**src/rtl/memwb_if.sv**
```systemverilog
// ---------------------------------------------------------------------------
// memwb_if
//   Bundle between the MEM stage and the MEM/WB pipeline register.
//
//   MEM-side inputs (driven by the master, consumed by memwb_stage):
//     MEM_BUSYWAIT        cache busy, pipeline stalled
//     FLUSH               kill the MEM-stage instruction
//     REG_WRITE_EN_MEM    instruction in MEM writes a register
//     WB_VALUE_SEL_MEM    00 ALU, 01 load data, 10 PC+4, 11 reserved
//     MEM_READ_EN_MEM     instruction in MEM is a load
//     PC_4_MEM            PC+4 of the MEM instruction
//     ALU_RESULT          ALU result of the MEM instruction
//     READ_DATA           load data, already extended by the cache controller
//     REG_WRITE_ADDR_MEM  destination register
//
//   WB-side outputs (driven by memwb_stage):
//     REG_WRITE_EN_WB     register-file write strobe
//     REG_WRITE_ADDR_WB   register-file write address
//     Wb_Select_Mux_Out   writeback data (regfile write + forwarding)
//     MEM_READ_EN_WB      WB instruction is a load
//     WB_VALID            WB register holds a real instruction
//     INSTRET_CNT         retired-instruction count
//     STALL_CNT           cycles with MEM_BUSYWAIT high
// ---------------------------------------------------------------------------
interface memwb_if #(
    parameter int DATA_WIDTH = 32,
    parameter int CNT_WIDTH  = 32
);
    logic                  MEM_BUSYWAIT;
    logic                  FLUSH;
    logic                  REG_WRITE_EN_MEM;
    logic [1:0]            WB_VALUE_SEL_MEM;
    logic                  MEM_READ_EN_MEM;
    logic [DATA_WIDTH-1:0] PC_4_MEM;
    logic [DATA_WIDTH-1:0] ALU_RESULT;
    logic [DATA_WIDTH-1:0] READ_DATA;
    logic [4:0]            REG_WRITE_ADDR_MEM;

    logic                  REG_WRITE_EN_WB;
    logic [4:0]            REG_WRITE_ADDR_WB;
    logic [DATA_WIDTH-1:0] Wb_Select_Mux_Out;
    logic                  MEM_READ_EN_WB;
    logic                  WB_VALID;
    logic [CNT_WIDTH-1:0]  INSTRET_CNT;
    logic [CNT_WIDTH-1:0]  STALL_CNT;

    // MEM stage side: drives the instruction, observes the WB results.
    modport master (
        output MEM_BUSYWAIT, FLUSH, REG_WRITE_EN_MEM, WB_VALUE_SEL_MEM,
               MEM_READ_EN_MEM, PC_4_MEM, ALU_RESULT, READ_DATA,
               REG_WRITE_ADDR_MEM,
        input  REG_WRITE_EN_WB, REG_WRITE_ADDR_WB, Wb_Select_Mux_Out,
               MEM_READ_EN_WB, WB_VALID, INSTRET_CNT, STALL_CNT
    );

    // MEM/WB register side.
    modport slave (
        input  MEM_BUSYWAIT, FLUSH, REG_WRITE_EN_MEM, WB_VALUE_SEL_MEM,
               MEM_READ_EN_MEM, PC_4_MEM, ALU_RESULT, READ_DATA,
               REG_WRITE_ADDR_MEM,
        output REG_WRITE_EN_WB, REG_WRITE_ADDR_WB, Wb_Select_Mux_Out,
               MEM_READ_EN_WB, WB_VALID, INSTRET_CNT, STALL_CNT
    );
endinterface

```
**src/rtl/memwb_stage.sv**
```systemverilog
// ---------------------------------------------------------------------------
// memwb_stage
//   MEM/WB pipeline register plus writeback stage. Captures the MEM-stage
//   instruction, holds it while the cache stalls the pipe (so the forwarding
//   unit keeps a stable source), selects the writeback value, suppresses
//   writes to x0 and counts retired instructions and stall cycles.
//
//   Ports:
//     CLK    rising-edge clock
//     RESET  asynchronous, active-high reset (clears every register)
//     bus    memwb_if.slave: MEM-stage inputs, WB-stage outputs
//
//   Latency: one cycle from MEM inputs to WB outputs.
// ---------------------------------------------------------------------------
module memwb_stage #(
    parameter int DATA_WIDTH = 32,
    parameter int CNT_WIDTH  = 32
) (
    input  logic    CLK,
    input  logic    RESET,
    memwb_if.slave  bus
);

    localparam logic [1:0] SEL_ALU  = 2'b00;
    localparam logic [1:0] SEL_LOAD = 2'b01;
    localparam logic [1:0] SEL_PC4  = 2'b10;
    localparam logic [1:0] SEL_RSVD = 2'b11;

    // Writeback value select; the reserved encoding yields zero.
    function automatic logic [DATA_WIDTH-1:0] wb_mux(
        input logic [1:0]            sel,
        input logic [DATA_WIDTH-1:0] alu,
        input logic [DATA_WIDTH-1:0] rdata,
        input logic [DATA_WIDTH-1:0] pc4
    );
        logic [DATA_WIDTH-1:0] res;
        case (sel)
            SEL_ALU:  res = alu;
            SEL_LOAD: res = rdata;
            SEL_PC4:  res = pc4;
            default:  res = '0;
        endcase
        return res;
    endfunction

    // Modulo-2^CNT_WIDTH increment; wraps rather than saturating.
    function automatic logic [CNT_WIDTH-1:0] cnt_inc(
        input logic [CNT_WIDTH-1:0] cnt
    );
        return cnt + CNT_WIDTH'(1);
    endfunction

    // ---- MEM -> WB register (p1) ----
    logic                  vld_p1;
    logic                  fresh_p1;
    logic                  wr_en_p1;
    logic [1:0]            sel_p1;
    logic                  rd_en_p1;
    logic [4:0]            addr_p1;
    logic [DATA_WIDTH-1:0] pc4_p1;
    logic [DATA_WIDTH-1:0] alu_p1;
    logic [DATA_WIDTH-1:0] rdata_p1;
    logic [CNT_WIDTH-1:0]  instret_cnt_q;
    logic [CNT_WIDTH-1:0]  stall_cnt_q;

    // Priority: stall holds everything (a flush during a stall is dropped,
    // the front end re-asserts it), then flush loads a bubble, else capture.
    // 'fresh' is only set on the capture edge so the write strobe fires once
    // per instruction even when the register is held for several cycles.
    always_ff @(posedge CLK or posedge RESET) begin
        if (RESET) begin
            vld_p1   <= 1'b0;
            fresh_p1 <= 1'b0;
            wr_en_p1 <= 1'b0;
            sel_p1   <= SEL_ALU;
            rd_en_p1 <= 1'b0;
            addr_p1  <= '0;
            pc4_p1   <= '0;
            alu_p1   <= '0;
            rdata_p1 <= '0;
        end else if (bus.MEM_BUSYWAIT) begin
            fresh_p1 <= 1'b0;
        end else if (bus.FLUSH) begin
            vld_p1   <= 1'b0;
            fresh_p1 <= 1'b0;
            wr_en_p1 <= 1'b0;
            sel_p1   <= SEL_ALU;
            rd_en_p1 <= 1'b0;
            addr_p1  <= '0;
            pc4_p1   <= '0;
            alu_p1   <= '0;
            rdata_p1 <= '0;
        end else begin
            vld_p1   <= 1'b1;
            fresh_p1 <= 1'b1;
            wr_en_p1 <= bus.REG_WRITE_EN_MEM;
            sel_p1   <= bus.WB_VALUE_SEL_MEM;
            rd_en_p1 <= bus.MEM_READ_EN_MEM;
            addr_p1  <= bus.REG_WRITE_ADDR_MEM;
            pc4_p1   <= bus.PC_4_MEM;
            alu_p1   <= bus.ALU_RESULT;
            rdata_p1 <= bus.READ_DATA;
        end
    end

    // The retire count is bumped on the capture edge so that it already
    // includes the instruction during the cycle it sits fresh in WB; every
    // capture retires exactly once, including x0 and non-writing ops.
    always_ff @(posedge CLK or posedge RESET) begin
        if (RESET) begin
            instret_cnt_q <= '0;
            stall_cnt_q   <= '0;
        end else begin
            if (bus.MEM_BUSYWAIT)
                stall_cnt_q <= cnt_inc(stall_cnt_q);
            if (!bus.MEM_BUSYWAIT && !bus.FLUSH)
                instret_cnt_q <= cnt_inc(instret_cnt_q);
        end
    end

    // ---- WB outputs (combinational from p1) ----
    logic                  wr_strobe;
    logic [DATA_WIDTH-1:0] wb_data;

    always_comb begin
        wr_strobe = vld_p1 & fresh_p1 & wr_en_p1 &
                    (addr_p1 != 5'd0) & (sel_p1 != SEL_RSVD);
        wb_data   = wb_mux(sel_p1, alu_p1, rdata_p1, pc4_p1);
    end

    assign bus.REG_WRITE_EN_WB   = wr_strobe;
    assign bus.REG_WRITE_ADDR_WB = addr_p1;
    assign bus.Wb_Select_Mux_Out = wb_data;
    assign bus.MEM_READ_EN_WB    = vld_p1 & rd_en_p1;
    assign bus.WB_VALID          = vld_p1;
    assign bus.INSTRET_CNT       = instret_cnt_q;
    assign bus.STALL_CNT         = stall_cnt_q;

endmodule

```
**src/flat_wrapper.sv**
```systemverilog
// flat-port wrapper written by rule: the top's interface ports become plain ports
module memwb_stage_flat 
#(
    parameter int DATA_WIDTH = 32,
    parameter int CNT_WIDTH  = 32
)
  (CLK, RESET, bus_MEM_BUSYWAIT, bus_FLUSH, bus_REG_WRITE_EN_MEM, bus_WB_VALUE_SEL_MEM, bus_MEM_READ_EN_MEM, bus_PC_4_MEM, bus_ALU_RESULT, bus_READ_DATA, bus_REG_WRITE_ADDR_MEM, bus_REG_WRITE_EN_WB, bus_REG_WRITE_ADDR_WB, bus_Wb_Select_Mux_Out, bus_MEM_READ_EN_WB, bus_WB_VALID, bus_INSTRET_CNT, bus_STALL_CNT);
  memwb_if #(.DATA_WIDTH(DATA_WIDTH), .CNT_WIDTH(CNT_WIDTH)) bus_i ();
  input  logic CLK;
  input  logic RESET;
  input wire logic [$bits(bus_i.MEM_BUSYWAIT)-1:0] bus_MEM_BUSYWAIT;
  input wire logic [$bits(bus_i.FLUSH)-1:0] bus_FLUSH;
  input wire logic [$bits(bus_i.REG_WRITE_EN_MEM)-1:0] bus_REG_WRITE_EN_MEM;
  input wire logic [$bits(bus_i.WB_VALUE_SEL_MEM)-1:0] bus_WB_VALUE_SEL_MEM;
  input wire logic [$bits(bus_i.MEM_READ_EN_MEM)-1:0] bus_MEM_READ_EN_MEM;
  input wire logic [$bits(bus_i.PC_4_MEM)-1:0] bus_PC_4_MEM;
  input wire logic [$bits(bus_i.ALU_RESULT)-1:0] bus_ALU_RESULT;
  input wire logic [$bits(bus_i.READ_DATA)-1:0] bus_READ_DATA;
  input wire logic [$bits(bus_i.REG_WRITE_ADDR_MEM)-1:0] bus_REG_WRITE_ADDR_MEM;
  output wire logic [$bits(bus_i.REG_WRITE_EN_WB)-1:0] bus_REG_WRITE_EN_WB;
  output wire logic [$bits(bus_i.REG_WRITE_ADDR_WB)-1:0] bus_REG_WRITE_ADDR_WB;
  output wire logic [$bits(bus_i.Wb_Select_Mux_Out)-1:0] bus_Wb_Select_Mux_Out;
  output wire logic [$bits(bus_i.MEM_READ_EN_WB)-1:0] bus_MEM_READ_EN_WB;
  output wire logic [$bits(bus_i.WB_VALID)-1:0] bus_WB_VALID;
  output wire logic [$bits(bus_i.INSTRET_CNT)-1:0] bus_INSTRET_CNT;
  output wire logic [$bits(bus_i.STALL_CNT)-1:0] bus_STALL_CNT;
  assign bus_i.MEM_BUSYWAIT = bus_MEM_BUSYWAIT;
  assign bus_i.FLUSH = bus_FLUSH;
  assign bus_i.REG_WRITE_EN_MEM = bus_REG_WRITE_EN_MEM;
  assign bus_i.WB_VALUE_SEL_MEM = bus_WB_VALUE_SEL_MEM;
  assign bus_i.MEM_READ_EN_MEM = bus_MEM_READ_EN_MEM;
  assign bus_i.PC_4_MEM = bus_PC_4_MEM;
  assign bus_i.ALU_RESULT = bus_ALU_RESULT;
  assign bus_i.READ_DATA = bus_READ_DATA;
  assign bus_i.REG_WRITE_ADDR_MEM = bus_REG_WRITE_ADDR_MEM;
  assign bus_REG_WRITE_EN_WB = bus_i.REG_WRITE_EN_WB;
  assign bus_REG_WRITE_ADDR_WB = bus_i.REG_WRITE_ADDR_WB;
  assign bus_Wb_Select_Mux_Out = bus_i.Wb_Select_Mux_Out;
  assign bus_MEM_READ_EN_WB = bus_i.MEM_READ_EN_WB;
  assign bus_WB_VALID = bus_i.WB_VALID;
  assign bus_INSTRET_CNT = bus_i.INSTRET_CNT;
  assign bus_STALL_CNT = bus_i.STALL_CNT;
  memwb_stage #(.DATA_WIDTH(DATA_WIDTH), .CNT_WIDTH(CNT_WIDTH)) u_core (.CLK(CLK), .RESET(RESET), .bus(bus_i));
endmodule
```
**config.mk**
```make
export PLATFORM = sky130hd
export DESIGN_NAME = memwb_stage_flat
export DESIGN_NICKNAME = d
export VERILOG_FILES = /design/src/rtl/memwb_if.sv /design/src/rtl/memwb_stage.sv /design/src/flat_wrapper.sv
export SDC_FILE = /design/constraint.sdc
export NUM_CORES = 1
export LEC_CHECK = 0
export CAP_MARGIN = 25
export CORE_MARGIN = 2
export CORE_UTILIZATION = 25
export CTS_CLUSTER_SIZE = 40
export DETAILED_ROUTE_END_ITERATION = 10
export GPL_TIMING_DRIVEN = 0
export PLACE_DENSITY = 0.54
export RECOVER_POWER = 25
export SLEW_MARGIN = 0
export SYNTH_ARGS = -nofsm -noshare
export SYNTH_HDL_FRONTEND = slang
export SYNTH_SLANG_ARGS = --single-unit
```
**constraint.sdc**
```tcl
create_clock -name CLK -period 5.5 [get_ports CLK]
set_input_delay 0.825 -clock CLK [delete_from_list [all_inputs] [get_ports CLK]]
set_output_delay 0.825 -clock CLK [all_outputs]
set_load 0.02 [all_outputs]
```
# After elaboration in Yosys (flattened, before gate mapping)
# Index checks and enable logic that the tools add are counted.
# word_totals
output_inout_bits,104
ff_bits,171
word_cells,36
input_bits,109
# classes
mux,10
bitwise,5
eq_ne,3
add_sub_neg,2
n_reduce_logical,5
# ops
op,n
two-way mux 32 bit,3
one-hot mux 32 bit (3 select lines),1
"adder 32 x 1 -> 32 bit, second input constant",2
AND 1 bit,5
two-way mux 5 bit,1
nonzero test 5 bit,1
two-way mux 1 bit,4
"== test 2 x 1 -> 1 bit, second input constant",1
"== test 2 bit, second input constant",1
logical NOT 1 bit,2
logical NOT 2 bit,1
two-way mux 2 bit,1
"!= test 2 bit, second input constant",1
logical AND 1 bit,1

# Depth between registers and ports, before layout
# Gate-level depths: netlist of the first run.
# depth
word_depth,4
mapped_depth,7
ltp_nobuf,6

# Worst setup path before layout of the first run
# No wires, ideal clock.
# synth_path
kind,reg-to-output
startpoint,register u_core.sel_p1[1]
endpoint,output port bus_Wb_Select_Mux_Out[25]
arrival_time_ns,1.592
path_slack_ns,3.083
t_required_ns,4.675
stages_incl_launch_ff,5
n_path_buf,2
cell_sequence,dfrtp_1 > clkbuf_1 > buf_1 > mux2i_1 > o21ai_0
# synth_between
elab_chain_len,2
word_cells_on_any_way,4
classes_between,eq/ne (2); mux (1); reduce/logical (1)
# synth_rtl
element,line,text
from (decl),memwb_stage.sv:57,logic [1:0] sel_p1;
from (signal assigned),memwb_stage.sv:97,sel_p1 <= bus.WB_VALUE_SEL_MEM;
== test 2 bit (tied with other cells),memwb_stage.sv:37,case (sel)
one-hot mux 32 bit (3 select lines) (*),memwb_stage.sv:37,
to (decl),flat_wrapper.sv:22,output wire logic [$bits(bus_i.Wb_Select_Mux_Out)-1:0] bus_Wb_Select_Mux_Out;
# Mark *: on every way between the ends. The rest lies on a longest branch, timed or not.

# Final worst setup path of the first run
# layout_path
startpoint,register u_core.sel_p1[1]
endpoint,output port bus_Wb_Select_Mux_Out[24]
# The elaborated chain is that of the path after synthesis.

==> results of run 1 <==
-- per-layer routing --
metal | up-vias | track usage
met5 | - | 0
met4 | 2 | 0.04097
met3 | 15 | 0.03762
met2 | 147 | 0.2374
met1 | 2862 | 0.2132
li1 | 2653 | -
-- worst paths after layout --
kind / to / slack [ns] / cells after the start
worst min-delay path: u_core.bus.STALL_CNT[31] / 0.47 / 1
worst min register to register: u_core.bus.STALL_CNT[31] / 0.47 / 1
max in group asynchronous: u_core.alu_p1[27] / 2.32 / 3
min in group asynchronous: u_core.bus.INSTRET_CNT[26] / 1.72 / 2
worst max register to register: u_core.bus.INSTRET_CNT[18] / 3.09 / 7
worst max-delay path: bus_Wb_Select_Mux_Out[24] / 1.80 / 5
-- registers in the layout, summed over array words and instances (netlist names) --
register and flops:
u_core.bus.INSTRET_CNT 32, u_core.fresh_p1 1, u_core.pc4_p1 32, u_core.sel_p1 2
u_core.bus.WB_VALID 1, u_core.alu_p1 32, u_core.bus.REG_WRITE_ADDR_WB 5, u_core.bus.STALL_CNT 32
u_core.wr_en_p1 1, u_core.rdata_p1 32, u_core.rd_en_p1 1
-- logic make-up after synthesis --
kind of cell,synth area share
buffers and inverters,0.02795
AO/OA/AOI/OAI,0.1544
adder cells (fa/ha/maj),0.003451
AND/OR/NAND/NOR,0.1018
flip-flops,0.5902
multiplexers,0.04728
XOR/XNOR,0.07489
-- placed cells by master, fill, tap and decap left out, drive strengths merged --
cell type / count
o21ai: 8
clkbuf: 57
and2: 1
xnor2: 46
or3: 1
dlygate4sd3: 2
mux2i: 32
nor3b: 1
nand2: 58
inv: 14
dfrtp: 171
xor2: 16
a21o: 1
or3b: 1
ha: 2
or2: 2
clkinv: 6
a21oi: 1
nand4: 19
diode: 2
nand2b: 3
nor3: 6
nor2: 20
o22ai: 25
clkdlybuf4s50: 209
nand3: 16
a22o: 104
and4bb: 1
buf: 4
and3b: 1
nor2b: 1
nor4: 3
mux2: 2
clkinvlp: 2
or4: 2
and3: 4
and4: 4
-- final cells by class --
cell class	instances	area share
Multi-Input combinational cell	381	0.2638
Antenna cell	2	0.0004793
Timing Repair Buffer	212	0.2049
Sequential cell	171	0.4098
Clock inverter	15	0.01618
Buffer	43	0.01546
Clock buffer	17	0.04074
Inverter	7	0.002636
Tap cell	384	0.04601
-- cell usage after synthesis --
| cell | instances | area [um2] |
|---|---|---|
| nand3_1 | 16 | 80.08 |
| clkbuf_8 | 1 | 13.76 |
| nor3_1 | 6 | 30.03 |
| mux2i_1 | 32 | 320.3 |
| and4_2 | 1 | 10.01 |
| inv_1 | 7 | 26.28 |
| nor2b_1 | 1 | 6.260 |
| nor2_1 | 19 | 71.32 |
| buf_4 | 1 | 7.510 |
| nand2b_1 | 3 | 18.77 |
| ha_1 | 2 | 25.02 |
| mux2_2 | 2 | 22.52 |
| xnor2_1 | 46 | 402.9 |
| nand4_2 | 2 | 25.02 |
| and2_1 | 1 | 6.260 |
| a22o_1 | 104 | 910.9 |
| and3_1 | 4 | 25.02 |
| and3b_2 | 1 | 10.01 |
| dfrtp_1 | 171 | 4279 |
| a21o_1 | 1 | 7.510 |
| xor2_1 | 16 | 140.1 |
| o22ai_1 | 25 | 156.4 |
| or4_1 | 2 | 15.01 |
| and4_1 | 3 | 26.28 |
| a21oi_1 | 1 | 5.000 |
| clkbuf_1 | 37 | 138.9 |
| nor4_1 | 1 | 6.260 |
| or2_2 | 2 | 12.51 |
| nand2_1 | 58 | 217.7 |
| nor3b_1 | 1 | 7.510 |
| clkbuf_2 | 1 | 5.000 |
| nand4_1 | 17 | 106.4 |
| or3b_1 | 1 | 8.760 |
| o21ai_0 | 8 | 40.04 |
| buf_1 | 3 | 11.26 |
| and4bb_2 | 1 | 12.51 |
| nor4_2 | 2 | 25.02 |
| or3_1 | 1 | 6.260 |
| nor2_4 | 1 | 11.26 |
-- stage by stage --
step | utilization | total power [mW]
floorplan | - | 1.789
global placement | 0.3439 | 2.123
detailed placement | 0.3451 | 2.127
CTS | 0.3659 | 3.372
global route | 0.3647 | 3.468
finish | 0.3648 | 3.319
-- power groups by stage --
stage | logic, mW | registers (mW) | clock network, mW
floorplan | 0.262 | 1.53 | 0
global placement | 0.634 | 1.49 | 0
detailed placement | 0.638 | 1.49 | 0
CTS | 0.641 | 1.47 | 1.26
global route | 0.677 | 1.49 | 1.31
finish | 0.629 | 1.47 | 1.22
==> impl_metrics.toml, run 1 <==
[power_and_ir_drop]
p_sw_frac = 0.3078
p_switching_mw = 1.022
p_leak_nw = 4.387
ir_drop_mv = 0.2433
seqPwrFrac = 0.442
p_int_mw = 2.298
pwr-share-comb = 0.189
clockPowerShare = 0.369
powerDensity_nw_per_um2 = 317.9

[status]
status = "finished with violations"
violations = "max-capacitance violations, max-slew violations"

[synth]
synth_nets = 713
ys_warn_count = 0
synth-seq-area-share = 0.5902
avgSynthCellArea_um2 = 12.04
synthCells = 602
synth_seq_cells = 171
synth_cell_type_count = 39
netlist_area_um2 = 7251

[floorplanning]
fp.dieW_um = 174.3
start_util = 0.2533
die_height_um = 174.3
coreArea_um2 = 28630
num_rows = 62
ioPinCount = 213
fp.dieArea_um2 = 30380

[clock_tree]
htreeDepth = 4
clkLatencyLatePin_ns = 0.43
path_clk_slew_ns = 0.08
cts_buffer_depth = 2
cts_tree = "done"
cts-root-buf = "clkbuf_16"
cts.sink_count = 171
cts_setup_buffers = 0
cts_hold_buffers = 0
cts_resized = 0
cts_buffers = 17

[sta]
period_share = 0.6730
final-setup-viol-count = 0
clock_skew_ns = 0.01430
hold_slack_ns = 0.4729
slew_headroom = -1.016
slew_viol_final = 65
tightest_slew_ns = 3.007
fin_tns_setup_ns = 0
hold_viol = 0
layout_min_cycle_time_ns = 3.702
rsz0062_at_grt = "no"
fin_ws_ns = 1.798
max_clock_freq_mhz = 270.2

[setup_path]
path_cells = "clkbuf_1, buf_1, mux2i_1, o22ai_1, clkdlybuf4s50_1"
cp-start-kind = "flip-flop"
worst-endpoint-required_ns = 4.68
endpoint_kind = "output pin"
critPathMaxStageDelay_ns = 0.77
crit_type = "flip-flop to output pin"
crit_start = "u_core.sel_p1[1]"
reg2reg_from = "u_core.bus.INSTRET_CNT[0]"
cp_max_fo = 10
worstPathArrival_ns = 2.88
path_buf_inv = 3
cpLargestDelayFamily = "buffers and inverters"
slowest_stage = "buf_1"

[final_layout]
multi_input_area_um2 = 2755
final_area_um2 = 10440
area_delta_synth_final_pct = 44.02
fillers = 2854
seq_area_um2 = 4279
instances_no_fill = 1232
layout-drive-gt1-share = 0.05083
num-nets-final = 944

[routing]
drcViolationCount = 0
wl_per_cell_um = 18.55
antenna_left = 0
avgViaCountPerCell = 4.610
topRoutingLayerUsed = "met5"
wl_met3_mm = 1.463
vias = 5679
drt_iter0_markers = 327
drt_wl_total_mm = 22.86
route.met2.wl_mm = 10.45
drt_first_pass_iters = 4
wl_met1_mm = 10.69

[grt]
grt_use_total = 0.1531
grt_start_max_net_pins = 108
antenna_found_initial = 2
gr-total-overflow = 0
grt_pass1_wl_mm = 35.96
grt_pass1_vias = 5849

[min_path]
hp-start = "u_core.bus.STALL_CNT[31]"
hp-class = "flip-flop to flip-flop"

[place]
gp_congestion = 0.7574
dp_hpwl_mm = 16.07
placed_cell_area_um2 = 9878
placed_cells = 1198
place_ws_ns = 2.172
io_buffers = 211

[run]
cap_violations = 1
Power figures use the tool's default switching activity.
==> run 2, diff against run 1 <==
==> constraint.sdc (replaced) <==
create_clock -name CLK -period 3.4 [get_ports CLK]
set_input_delay 0.51 -clock CLK [delete_from_list [all_inputs] [get_ports CLK]]
set_output_delay 0.51 -clock CLK [all_outputs]
set_load 0.02 [all_outputs]
==> run 2 against run 1 <==
Net effect: the flow still finishes with violations (max-capacitance violations, max-slew violations); clock power increased by 61%; highest routed layer is now met4; critical path type unchanged; largest cell class unchanged; wire length decreased by 1.3%; clock skew decreased by 0.0025 ns.
==> impl_metrics.toml, run 2 (synthesized netlist as in run 1, its figures left out) <==
[grt]
grt_pass1_wl_mm = 35.93
gr-total-overflow = 0
grt_start_max_net_pins = 36
grt_pass1_vias = 5975
grt_use_total = 0.1524
antenna_found_initial = 1

[routing]
drt_wl_total_mm = 22.57
antenna_left = 0
avgViaCountPerCell = 4.523
drt_iter0_markers = 365
wl_per_cell_um = 18.28
vias = 5586
drcViolationCount = 0
drt_first_pass_iters = 4

[clock_tree]
cts-root-buf = "clkbuf_16"
cts_tree = "done"
clkLatencyLatePin_ns = 0.42
cts.sink_count = 171
htreeDepth = 4
cts_buffer_depth = 2
cts_setup_buffers = 0
path_clk_slew_ns = 0.07
cts_buffers = 17

[final_layout]
final_util = 0.3669
layout_common_cells = "209 x clkdlybuf4s50_1, 171 x dfrtp_1, 104 x a22o_1"
instances_no_fill = 1235
num-nets-final = 948
final_common_cell = "clkdlybuf4s50_1"
layout-drive-gt1-share = 0.05882
area_delta_synth_final_pct = 44.83

[floorplanning]
num_rows = 62
ioPinCount = 213
die_height_um = 174.3
fp.dieArea_um2 = 30380
start_util = 0.2533
coreArea_um2 = 28630
fp.dieW_um = 174.3

[setup_path]
cp-start-kind = "flip-flop"
path_buf_inv = 4
path_cells = "clkbuf_1, clkbuf_1, clkbuf_1, o22ai_1, clkdlybuf4s50_1"
crit_type = "flip-flop to output pin"
slowest_stage = "clkdlybuf4s50_1"
crit_path_frequent_cell = "clkbuf_1"
worstPathArrival_ns = 2.68
cp_max_fo = 10
cpLargestDelayFamily = "buffers and inverters"
critPathMaxStageDelay_ns = 0.58
worst-endpoint-required_ns = 2.89
endpoint_kind = "output pin"

[sta]
slew_headroom = -0.1387
fin_ws_ns = 0.2126
layout_min_cycle_time_ns = 3.187
final-setup-viol-count = 0
period_share = 0.9375
slew_viol_final = 61
fin_tns_setup_ns = 0
max_clock_freq_mhz = 313.7
rsz0062_at_grt = "no"
hold_slack_ns = 0.4749
tightest_slew_ns = 1.708
hold_viol = 0
clock_skew_ns = 0.01180

[place]
place_ws_ns = 0.3118
io_buffers = 211
gp_congestion = 0.7367
dp_hpwl_mm = 16.57
placed_cells = 1202

[power_and_ir_drop]
powerDensity_nw_per_um2 = 509.1
ir_drop_mv = 0.3493
p_leak_nw = 4.429

[status]
violations = "max-capacitance violations, max-slew violations"
status = "finished with violations"

[run]
cap_violations = 2

[min_path]
hp-class = "flip-flop to flip-flop"
[run 2: cell types whose count changed in the layout (fill, tap and decap cells not counted), moves of 2 or more]
cell      before  now
clkbuf_2       0    4
buf_12         0    3
clkbuf_1      40   37
inv_8          5    3
[run 2: worst reg2reg max path, cell delays in order (launching register included)]
cell and delay (ns):
dfrtp_1 0.46, nand4_1 0.23, nor4_2 0.78, nand3_1 0.38, nor2_1 0.23, xor2_1 0.15
[run 2: worst paths after layout]
kind                                            start                               to  slack (ns)  depth (start not counted)
setup / recovery                     u_core.sel_p1[0]        bus_Wb_Select_Mux_Out[14]        0.21                          5
setup reg to reg              u_core.bus.STALL_CNT[2]         u_core.bus.STALL_CNT[29]        1.11                          5
min in group asynchronous                       RESET       u_core.bus.INSTRET_CNT[10]        0.78                          2
hold / removal             u_core.bus.INSTRET_CNT[31]       u_core.bus.INSTRET_CNT[31]        0.47                          1
max in group asynchronous                       RESET  u_core.bus.REG_WRITE_ADDR_WB[4]        0.55                          3
hold reg to reg            u_core.bus.INSTRET_CNT[31]       u_core.bus.INSTRET_CNT[31]        0.47                          1
[run 2: metal layers]
| metal | track usage | up-vias | share of wire |
|---|---|---|---|
| met2 | 0.2437 | 134 | 0.47 |
| met1 | 0.2094 | 2776 | 0.47 |
| li1 | - | 2668 | - |
| met5 | 0 | - | 0 |
| met3 | 0.03653 | 8 | 0.047 |
| met4 | 0.03361 | 0 | 0.0080 |
[run 2: timing repair]
| item | in CTS | in global routing |
|---|---|---|
| gates resized for setup | 0 | 7 |
| endpoints found under the setup margin | 0 | 6 |
| hold buffers | 0 | 0 |
| endpoints found under the hold margin | 0 | 0 |
[run 2: layout make-up]
| type | count | area [um2] |
|---|---|---|
| Antenna cell | 1 | 2.502 |
| Buffer | 43 | 170.2 |
| Clock buffer | 17 | 425.4 |
| Clock inverter | 15 | 171.4 |
| Fill cell | 2829 | 18120 |
| Inverter | 7 | 27.53 |
| Multi-Input combinational cell | 381 | 2756 |
| Sequential cell | 171 | 4279 |
| Tap cell | 384 | 480.5 |
| Timing Repair Buffer | 216 | 2188 |
[run 2: metrics by stage]
step           power, mW  cell area (um2)
2_1_floorplan      2.895             7254
3_3_place_gp       3.437             9847
3_5_place_dp       3.453             9947
4_1_cts            5.442            10540
5_1_grt            5.604            10500
6_report           5.346            10500
[run 2: report_power, final]
group | leakage, nW | switching (mW) | total [mW] | internal [mW]
clock network | 0.288 | 0.966 | 1.96 | 0.991
registers | 2.24 | 0.158 | 2.36 | 2.20
logic | 1.90 | 0.503 | 1.03 | 0.523
==> run 3, diff against run 2 <==
--- a/config.mk
+++ b/config.mk
@@ -6,6 +6,7 @@
 export NUM_CORES = 1
 export LEC_CHECK = 0
 export CAP_MARGIN = 25
+export CORE_ASPECT_RATIO = 0.6
 export CORE_MARGIN = 2
 export CORE_UTILIZATION = 25
 export CTS_CLUSTER_SIZE = 40
==> run 3 against run 2 <==
Net effect: the run now ends clean; sequential share of layout area is essentially flat; utilization is essentially flat; clock skew grew 0.0021 ns; final area is essentially flat; setup slack lost 0.10 ns; wire length grew 6.6%; via count grew 1.5%; global-route usage grew 1.1 points; critical path type unchanged; largest cell class unchanged.
==> impl_metrics.toml, run 3 (synthesized netlist as in run 1, its figures left out) <==
[grt]
grt_pass1_vias = 5891
grt_start_max_net_pins = 40
grt_use_total = 0.1629
antenna_found_initial = 3
gr-total-overflow = 0
grt_pass1_wl_mm = 36.29

[clock_tree]
path_clk_slew_ns = 0.07
clkLatencyLatePin_ns = 0.44
cts.sink_count = 171
cts_buffer_depth = 2
cts_hold_buffers = 0
cts_buffers = 17
cts-root-buf = "clkbuf_16"
cts_tree = "done"
htreeDepth = 4

[sta]
period_share = 0.9671
slew_viol_final = 0
rsz0062_at_grt = "no"
final-setup-viol-count = 0
layout_min_cycle_time_ns = 3.288
hold_viol = 0
hold_slack_ns = 0.4709
clock_skew_ns = 0.01392
tightest_slew_ns = 1.356
max_clock_freq_mhz = 304.1
slew_headroom = 0.09132

[power_and_ir_drop]
powerDensity_nw_per_um2 = 520.3
ir_drop_mv = 0.4078
p_leak_nw = 4.429

[setup_path]
cpLargestDelayFamily = "buffers and inverters"
endpoint_kind = "output pin"
path_cells = "clkbuf_1, clkbuf_2, clkbuf_1, o22ai_1, clkdlybuf4s50_1"
crit_start = "u_core.sel_p1[1]"
reg2reg_from = "u_core.bus.INSTRET_CNT[0]"
worstPathArrival_ns = 2.78
worstSetupPathDepth = 5
cp-endpoint = "bus_Wb_Select_Mux_Out[15]"
slowest_stage = "clkdlybuf4s50_1"
r2r_end = "u_core.bus.INSTRET_CNT[30]"
cp_max_fo = 10
rr_worst_depth = 7
crit_type = "flip-flop to output pin"
worst-endpoint-required_ns = 2.89
critPathMaxStageDelay_ns = 0.60
cp-start-kind = "flip-flop"
r2r_slack_ns = 1.11
crit_path_frequent_cell = "clkbuf_1"
path_buf_inv = 4

[final_layout]
num-nets-final = 947
area_delta_synth_final_pct = 44.87
instances_no_fill = 1228
final_common_cell = "clkdlybuf4s50_1"
layout_common_cells = "209 x clkdlybuf4s50_1, 171 x dfrtp_1, 104 x a22o_1"
final_util = 0.3667
layout-drive-gt1-share = 0.06125
final_area_um2 = 10500

[routing]
avgViaCountPerCell = 4.618
drt_first_pass_iters = 5
drt_iter0_markers = 407
wl_per_cell_um = 19.58
vias = 5671
antenna_left = 0
drt_wl_total_mm = 24.05
drcViolationCount = 0

[floorplanning]
num_rows = 48
die_height_um = 135.9
start_util = 0.2531
fp.dieW_um = 223.9
ioPinCount = 213
fp.dieArea_um2 = 30430
coreArea_um2 = 28650

[place]
placed_cell_area_um2 = 9916
placed_cells = 1192
dp_hpwl_mm = 17.68
io_buffers = 211
gp_congestion = 0.8069

[min_path]
hp-class = "flip-flop to flip-flop"

[status]
status = "finished clean"

[run]
cap_violations = 0
-- run 3: cell count changes in the layout (fill, tap and decap cells not counted), moves of 2 or more --
cell / change
inv_6: -3
clkinv_8: -5
clkbuf_8: +3
bufinv_16: +3
diode_2: +3
clkinvlp_4: +2
clkbuf_2: +2
inv_8: -3
-- run 3: area by class of cell --
| type | count | area, um2 |
|---|---|---|
| multi-input cells | 381 | 2763 |
| flip-flops and latches | 171 | 4279 |
| well taps | 375 | 469.2 |
| plain buffers | 43 | 178.9 |
| inverters | 7 | 27.53 |
| clock inverters | 10 | 140.1 |
| repair buffers | 215 | 2162 |
| fillers | 2875 | 18140 |
| diodes | 4 | 10.01 |
| clock buffers | 22 | 474.2 |
-- run 3: worst register-to-register path, stage by stage (launching register included) --
cell	delay, ns
dfrtp_1	0.41
ha_1	0.18
and4bb_1	0.25
and3_1	0.17
buf_4	0.14
nor3b_1	0.64
nand3_1	0.19
xnor2_1	0.17
-- run 3: through the flow --
| step | power (mW) | setup TNS, ns | setup WS [ns] |
|---|---|---|---|
| floorplan | 2.895 | 0 | 0.7073 |
| global placement | 3.446 | -164.71 | -0.9773 |
| detailed placement | 3.460 | 0 | 0.2618 |
| CTS | 5.563 | 0 | 0.07889 |
| global route | 5.725 | 0 | 0.0005267 |
| finish | 5.465 | 0 | 0.1120 |
-- run 3: layer usage --
layer	track usage	wire length, um
met4	0.04926	380
met2	0.2234	9804
met3	0.05490	1573
met5	0	0
met1	0.2387	12290
-- run 3: repair_timing --
action                                 in CTS  in global routing
setup endpoints to repair                  30                  0
resized for setup                           6                  0
buffers inserted                            0                  0
endpoints found under the hold margin       0                  0
-- run 3: how the worst min path moves through the flow --
stage / from / end / slack, ns / cells past startpoint
after floorplan: u_core.rdata_p1[30] / u_core.rdata_p1[30] / 0.45 / 2
after CTS: bus_MEM_BUSYWAIT / u_core.bus.STALL_CNT[2] / 0.41 / 3
after detailed placement: u_core.bus.STALL_CNT[31] / u_core.bus.STALL_CNT[31] / 0.47 / 1
final: u_core.bus.STALL_CNT[31] / u_core.bus.STALL_CNT[31] / 0.47 / 1
after global placement: u_core.bus.INSTRET_CNT[31] / u_core.bus.INSTRET_CNT[31] / 0.46 / 1
after global routing: u_core.bus.STALL_CNT[31] / u_core.bus.STALL_CNT[31] / 0.50 / 1
-- run 3: power by group --
| group | total (mW) | switching [mW] | internal, mW |
|---|---|---|---|
| registers | 2.38 | 0.170 | 2.21 |
| clock network | 2.06 | 0.844 | 1.22 |
| logic | 1.03 | 0.508 | 0.521 |
